[config.mk]
export PLATFORM = sky130hd
export DESIGN_NAME = hamming_code_decoder_flat
export DESIGN_NICKNAME = d
export VERILOG_FILES = /design/src/rtl/hamming_pkg.sv /design/src/rtl/hamming_code_decoder_if.sv /design/src/rtl/hamming_syndrome_calc.sv /design/src/rtl/hamming_code_decoder.sv /design/src/flat_wrapper.sv
export SDC_FILE = /design/constraint.sdc
export NUM_CORES = 1
export LEC_CHECK = 0
export ABC_AREA = 1
export CAP_MARGIN = 25
export CORE_UTILIZATION = 45
export CTS_CLUSTER_DIAMETER = 30
export DETAILED_ROUTE_END_ITERATION = 6
export PLACE_DENSITY = 0.73
export SLEW_MARGIN = 10
export SYNTH_ARGS = -nofsm -noshare
export SYNTH_HDL_FRONTEND = slang
export SYNTH_SLANG_ARGS = --single-unit
[constraint.sdc]
create_clock -name clk -period 1.83 [get_ports clk]
set_clock_uncertainty 0.2 [all_clocks]
set_input_delay 0.366 -clock clk [delete_from_list [all_inputs] [get_ports clk]]
set_output_delay 0.366 -clock clk [all_outputs]
set_load 0.05 [all_outputs]
[src/rtl/hamming_pkg.sv]
`default_nettype none
// ============================================================================
// Module   : hamming_pkg
// Brief    : Shared types, bit positions and syndrome helper for SECDED (8,4).
// Revision : 1.0
// ============================================================================
package hamming_pkg;

    typedef enum logic [1:0] {
        ERR_NONE   = 2'b00,
        ERR_SINGLE = 2'b01,
        ERR_DOUBLE = 2'b10
    } err_t;

    // Hamming position i lives at code bit 9-i; bit 1 is overall parity.
    localparam int unsigned POS_P1 = 8;
    localparam int unsigned POS_P2 = 7;
    localparam int unsigned POS_D1 = 6;
    localparam int unsigned POS_P3 = 5;
    localparam int unsigned POS_D2 = 4;
    localparam int unsigned POS_D3 = 3;
    localparam int unsigned POS_D4 = 2;
    localparam int unsigned POS_OP = 1;

    function automatic logic [3:1] calc_syndrome(input logic [8:1] code);
        logic [3:1] syn;
        syn[1] = code[POS_P1] ^ code[POS_D1] ^ code[POS_D2] ^ code[POS_D4];
        syn[2] = code[POS_P2] ^ code[POS_D1] ^ code[POS_D3] ^ code[POS_D4];
        syn[3] = code[POS_P3] ^ code[POS_D2] ^ code[POS_D3] ^ code[POS_D4];
        return syn;
    endfunction

endpackage
`default_nettype wire

[src/rtl/hamming_code_decoder_if.sv]
`default_nettype none
// ============================================================================
// Module   : hamming_code_decoder_if
// Brief    : Codeword-in / result-out bundle for the SECDED decoder.
// Revision : 1.0
// ============================================================================
interface hamming_code_decoder_if #(
    parameter int CNT_W = 16
);
    logic             in_valid;
    logic [8:1]       code_in;
    logic             cnt_clr;
    logic             out_valid;
    logic [4:1]       data_out;
    logic [2:1]       error;
    logic [8:1]       corrected_code;
    logic [CNT_W-1:0] corr_cnt;
    logic [CNT_W-1:0] uncorr_cnt;

    modport master (
        output in_valid, code_in, cnt_clr,
        input  out_valid, data_out, error, corrected_code, corr_cnt, uncorr_cnt
    );

    modport slave (
        input  in_valid, code_in, cnt_clr,
        output out_valid, data_out, error, corrected_code, corr_cnt, uncorr_cnt
    );
endinterface
`default_nettype wire

[src/rtl/hamming_syndrome_calc.sv]
`default_nettype none
// ============================================================================
// Module   : hamming_syndrome_calc
// Brief    : Combinational syndrome and overall-parity evaluation.
// Revision : 1.0
// ============================================================================
module hamming_syndrome_calc
    import hamming_pkg::*;
(
    input  wire logic [8:1] i_code,
    output logic      [3:1] o_syn,
    output logic            o_pe
);

    assign o_syn = calc_syndrome(i_code);
    assign o_pe  = ^i_code;

endmodule
`default_nettype wire

[src/rtl/hamming_code_decoder.sv]
`default_nettype none
// ============================================================================
// Module   : hamming_code_decoder
// Brief    : Registered SECDED (8,4) decoder with saturating error counters.
// Revision : 1.0
// ============================================================================
module hamming_code_decoder
    import hamming_pkg::*;
#(
    parameter int CNT_W = 16
)(
    input  wire logic               clk,
    input  wire logic               rst_n,
    hamming_code_decoder_if.slave   bus
);

    localparam logic [CNT_W-1:0] C_CNT_MAX = '1;

    logic [3:1]       w_syn;
    logic             w_pe;
    logic [8:1]       w_flip;
    err_t             w_err;
    logic [8:1]       w_cc;

    logic             r_out_valid;
    logic [4:1]       r_data;
    err_t             r_err;
    logic [8:1]       r_cc;
    logic [CNT_W-1:0] r_corr_cnt;
    logic [CNT_W-1:0] r_uncorr_cnt;

    hamming_syndrome_calc u_syn (
        .i_code (bus.code_in),
        .o_syn  (w_syn),
        .o_pe   (w_pe)
    );

    // A zero syndrome with bad parity means the overall parity bit itself flipped.
    always_comb begin
        w_flip = '0;
        w_err  = ERR_NONE;
        if (w_pe) begin
            w_err = ERR_SINGLE;
            if (w_syn == 3'd0) begin
                w_flip = 8'h01;
            end else begin
                w_flip = 8'h80 >> (w_syn - 3'd1);
            end
        end else if (w_syn != 3'd0) begin
            w_err = ERR_DOUBLE;
        end
    end

    assign w_cc = bus.code_in ^ w_flip;

    always_ff @(posedge clk or negedge rst_n) begin
        if (!rst_n) begin
            r_out_valid  <= 1'b0;
            r_data       <= '0;
            r_err        <= ERR_NONE;
            r_cc         <= '0;
            r_corr_cnt   <= '0;
            r_uncorr_cnt <= '0;
        end else begin
            r_out_valid <= bus.in_valid;
            if (bus.in_valid) begin
                r_data <= {w_cc[POS_D1], w_cc[POS_D2], w_cc[POS_D3], w_cc[POS_D4]};
                r_err  <= w_err;
                r_cc   <= w_cc;
            end
            // Clear takes priority over any same-cycle increment.
            if (bus.cnt_clr) begin
                r_corr_cnt   <= '0;
                r_uncorr_cnt <= '0;
            end else if (bus.in_valid) begin
                if (w_err == ERR_SINGLE && r_corr_cnt != C_CNT_MAX) begin
                    r_corr_cnt <= r_corr_cnt + 1'b1;
                end
                if (w_err == ERR_DOUBLE && r_uncorr_cnt != C_CNT_MAX) begin
                    r_uncorr_cnt <= r_uncorr_cnt + 1'b1;
                end
            end
        end
    end

    assign bus.out_valid      = r_out_valid;
    assign bus.data_out       = r_data;
    assign bus.error          = r_err;
    assign bus.corrected_code = r_cc;
    assign bus.corr_cnt       = r_corr_cnt;
    assign bus.uncorr_cnt     = r_uncorr_cnt;

endmodule
`default_nettype wire

[src/flat_wrapper.sv]
// flat-port wrapper written by rule: the top's interface ports become plain ports
module hamming_code_decoder_flat import hamming_pkg::*;
#(
    parameter int CNT_W = 16
)
  (clk, rst_n, bus_in_valid, bus_code_in, bus_cnt_clr, bus_out_valid, bus_data_out, bus_error, bus_corrected_code, bus_corr_cnt, bus_uncorr_cnt);
  hamming_code_decoder_if #(.CNT_W(CNT_W)) bus_i ();
  input  wire logic clk;
  input  wire logic rst_n;
  input wire logic [$bits(bus_i.in_valid)-1:0] bus_in_valid;
  input wire logic [$bits(bus_i.code_in)-1:0] bus_code_in;
  input wire logic [$bits(bus_i.cnt_clr)-1:0] bus_cnt_clr;
  output wire logic [$bits(bus_i.out_valid)-1:0] bus_out_valid;
  output wire logic [$bits(bus_i.data_out)-1:0] bus_data_out;
  output wire logic [$bits(bus_i.error)-1:0] bus_error;
  output wire logic [$bits(bus_i.corrected_code)-1:0] bus_corrected_code;
  output wire logic [$bits(bus_i.corr_cnt)-1:0] bus_corr_cnt;
  output wire logic [$bits(bus_i.uncorr_cnt)-1:0] bus_uncorr_cnt;
  assign bus_i.in_valid = bus_in_valid;
  assign bus_i.code_in = bus_code_in;
  assign bus_i.cnt_clr = bus_cnt_clr;
  assign bus_out_valid = bus_i.out_valid;
  assign bus_data_out = bus_i.data_out;
  assign bus_error = bus_i.error;
  assign bus_corrected_code = bus_i.corrected_code;
  assign bus_corr_cnt = bus_i.corr_cnt;
  assign bus_uncorr_cnt = bus_i.uncorr_cnt;
  hamming_code_decoder #(.CNT_W(CNT_W)) u_core (.clk(clk), .rst_n(rst_n), .bus(bus_i));
endmodule
==> impl_metrics.ini <==
[run_status]
outcome = finished, violations left
violations = setup timing

[floorplanning]
io_pins = 59
die_w_um = 85.5
dieArea_sq_um = 7320
initial_core_util = 0.465
die_h_um = 85.5
rows = 30
coreArea_sq_um = 6760

[synthesis]
synth_mux_area_frac = 0
synth_cell_type_count = 29
yosysWarnings = 0
ys_seq_area_frac = 0.343
synth_cells = 449
synth-xor-area-share = 0.0809
synth_top_family_by_area = simple AND/OR/NAND/NOR gates
synthSimpleGateAreaFrac = 0.452
ys_seq_elements = 43
synth_area_sq_um = 3140
syn-num-nets = 464
synth_adder_area_share = 0.0120
synth_area_per_cell_sq_um = 6.99
synth_compound_area_frac = 0.0255

[route]
vias = 3941
wl_per_cell_um = 17.9
firstDrtPassIters = 5
drt_iter0_markers = 420
drt-total-wl_um = 12000
ant_nets = 0
routed_via_density = 5.89
drc = 0

[grt]
grt_max_degree = 34
grt_first_pass_wirelength_um = 15800
first_global_vias = 3392
track_usage = 0.272
grt_overflow = 0
antenna_found_initial = 0

[timing]
final_max_slew_viol_count = 0
max_slew_margin = 0.627
worst_pin_slew_ps = 555
hold_viol = 0
timing.final.crit_share = 1.06
period_minus_slack_ps = 1940
max_freq_ghz = 0.514
hold_slack_ps = 229
setup_viol = 34
worst_slack_ps = -115
rsz0062_at_grt = true

[setup_path]
critPathMaxStageDelay_ps = 490
crit_arrival_ps = 1990
critPathTopFamily = simple AND/OR/NAND/NOR gates
cpMaxStageDelayCell = nor3_1
required_ps = 1880
cp-end-kind = flip-flop
critPathBufInv = 2
cp-start-kind = flip-flop
crit_chain = inv_1, nor3_1, nand4_4, nand2_8, buf_8, nand3_2, nand2_1
path_max_fanout = 8
path_class = flip-flop to flip-flop

[cts]
ctsLongestPathBuffers = 2
cts_tree = yes
path_clk_slew_ps = 90
clk-insertion-delay-late_ps = 310
cts_buffers = 5
cts_sinks = 43
cts_root_buf = clkbuf_8
cts_max_level = 2

[layout]
nFillCells = 363
layout_commonest_cell = nand2_1
instances_no_fill = 669
drive_gt1_frac = 0.448
area_delta_synth_final_pct = 73.0
nets = 603
layout_common_cells = nand2_1, buf_4, buf_12
diodes = 0
regArea_sq_um = 1090
multi_input_area_sq_um = 2150

[power_and_ir_drop]
ir_drop_uv = 345
power.leakage_nw = 2.59
power_mw = 3.21
p_per_area_nw_per_um2 = 590

[placement]
post-place-ws_ps = -712
dp.cells = 626
io_buffers = 58
globalplace.congestion = 0.934
hpwlAfterDp_um = 6730

[flow_run]
drv_cap = 0

[hold_path]
min_path_type = input pin to flip-flop
-- Yosys cell counts, drive strengths merged --
cell,count,area share
buf,15,0.038
clkbuf,4,0.0048
clkinv,1,0.0028
dfrtp,43,0.34
ha,3,0.012
inv,34,0.041
nand2,160,0.21
nand3,61,0.10
nand3b,12,0.033
nand4,12,0.026
nor2,53,0.069
nor3,9,0.014
o21ai,13,0.025
xnor2,5,0.014
xor2,24,0.067
-- per-layer routing --
metal,wire length [um],vias to the layer above,GRT usage
met4,804,0,0.115
met5,0,-,0
met2,5850,276,0.478
met1,4330,1845,0.330
li1,-,1726,-
met3,983,94,0.0452
-- logic make-up (layout without fill, tap and decap cells) --
family	count (synthesis)	in the layout
AOI/OAI and AO/OA	13	13
DFF	43	43
adders and majority gates	3	3
and+or+nand+nor	307	309
xor gates and xnor gates	29	29
buffers and inverters	54	192
-- report_power, final --
group	internal (mW)	switching (mW)
registers	0.992	0.0576
clock network	0.545	0.367
logic	0.540	0.705
-- state kept, by name (all words and copies together) (netlist names) --
name / flops
u_core.bus.uncorr_cnt: 16
u_core.bus.corrected_code: 8
u_core.bus.error: 2
u_core.bus.corr_cnt: 16
u_core.bus.out_valid: 1
-- path summary, 6_finish.rpt --
check / slack [ps] / cells past startpoint / to / start
max: -110 / 7 / u_core.bus.corr_cnt[6]$_DFFE_PN0P_ / u_core.bus.corr_cnt[13]$_DFFE_PN0P_
min in group asynchronous: 340 / 2 / u_core.bus.corr_cnt[8]$_DFFE_PN0P_ / rst_n
min reg2reg: 280 / 2 / u_core.bus.corrected_code[5]$_DFFE_PN0P_ / u_core.bus.corrected_code[5]$_DFFE_PN0P_
min: 230 / 4 / u_core.bus.corrected_code[7]$_DFFE_PN0P_ / bus_code_in[6]
max in group asynchronous: 560 / 3 / u_core.bus.uncorr_cnt[2]$_DFFE_PN0P_ / rst_n
max reg2reg: -110 / 7 / u_core.bus.corr_cnt[6]$_DFFE_PN0P_ / u_core.bus.corr_cnt[13]$_DFFE_PN0P_
-- stage by stage --
step	utilization	setup TNS, ps	cell area (sq um)
2_1_floorplan	-	-3840	3270
3_3_place_gp	0.694	-24060	4690
3_5_place_dp	0.694	-25970	4690
4_1_cts	0.751	-14.5	5080
5_1_grt	0.804	-3900	5430
6_report	0.804	-1920	5430
-- area by class of cell --
type / instances / share of cell area
multi-input cells: 354 / 0.395
repair buffers: 148 / 0.328
flip-flops and latches: 43 / 0.201
inverters: 35 / 0.0306
well taps: 80 / 0.0184
clock buffers: 5 / 0.0127
clock inverters: 3 / 0.0124
repair inverters: 1 / 0.00207
-- tightest hold or removal path, cell delays in order --
cell and delay [ps]:
buf_6 110, nand2_1 90, nand3_2 70, nand2_1 60
-- timing repair --
item | 4_1_cts | 5_1_grt
setup endpoints to repair | 41 | 40
hold buffers | 1 | 0
endpoints found under the hold margin | 17 | 0
pin swaps | 22 | 48
setup buffers | 17 | 15
resized for setup | 55 | 66
gates cloned | 2 | 2
Note: power is estimated with default switching activity, not from simulation.
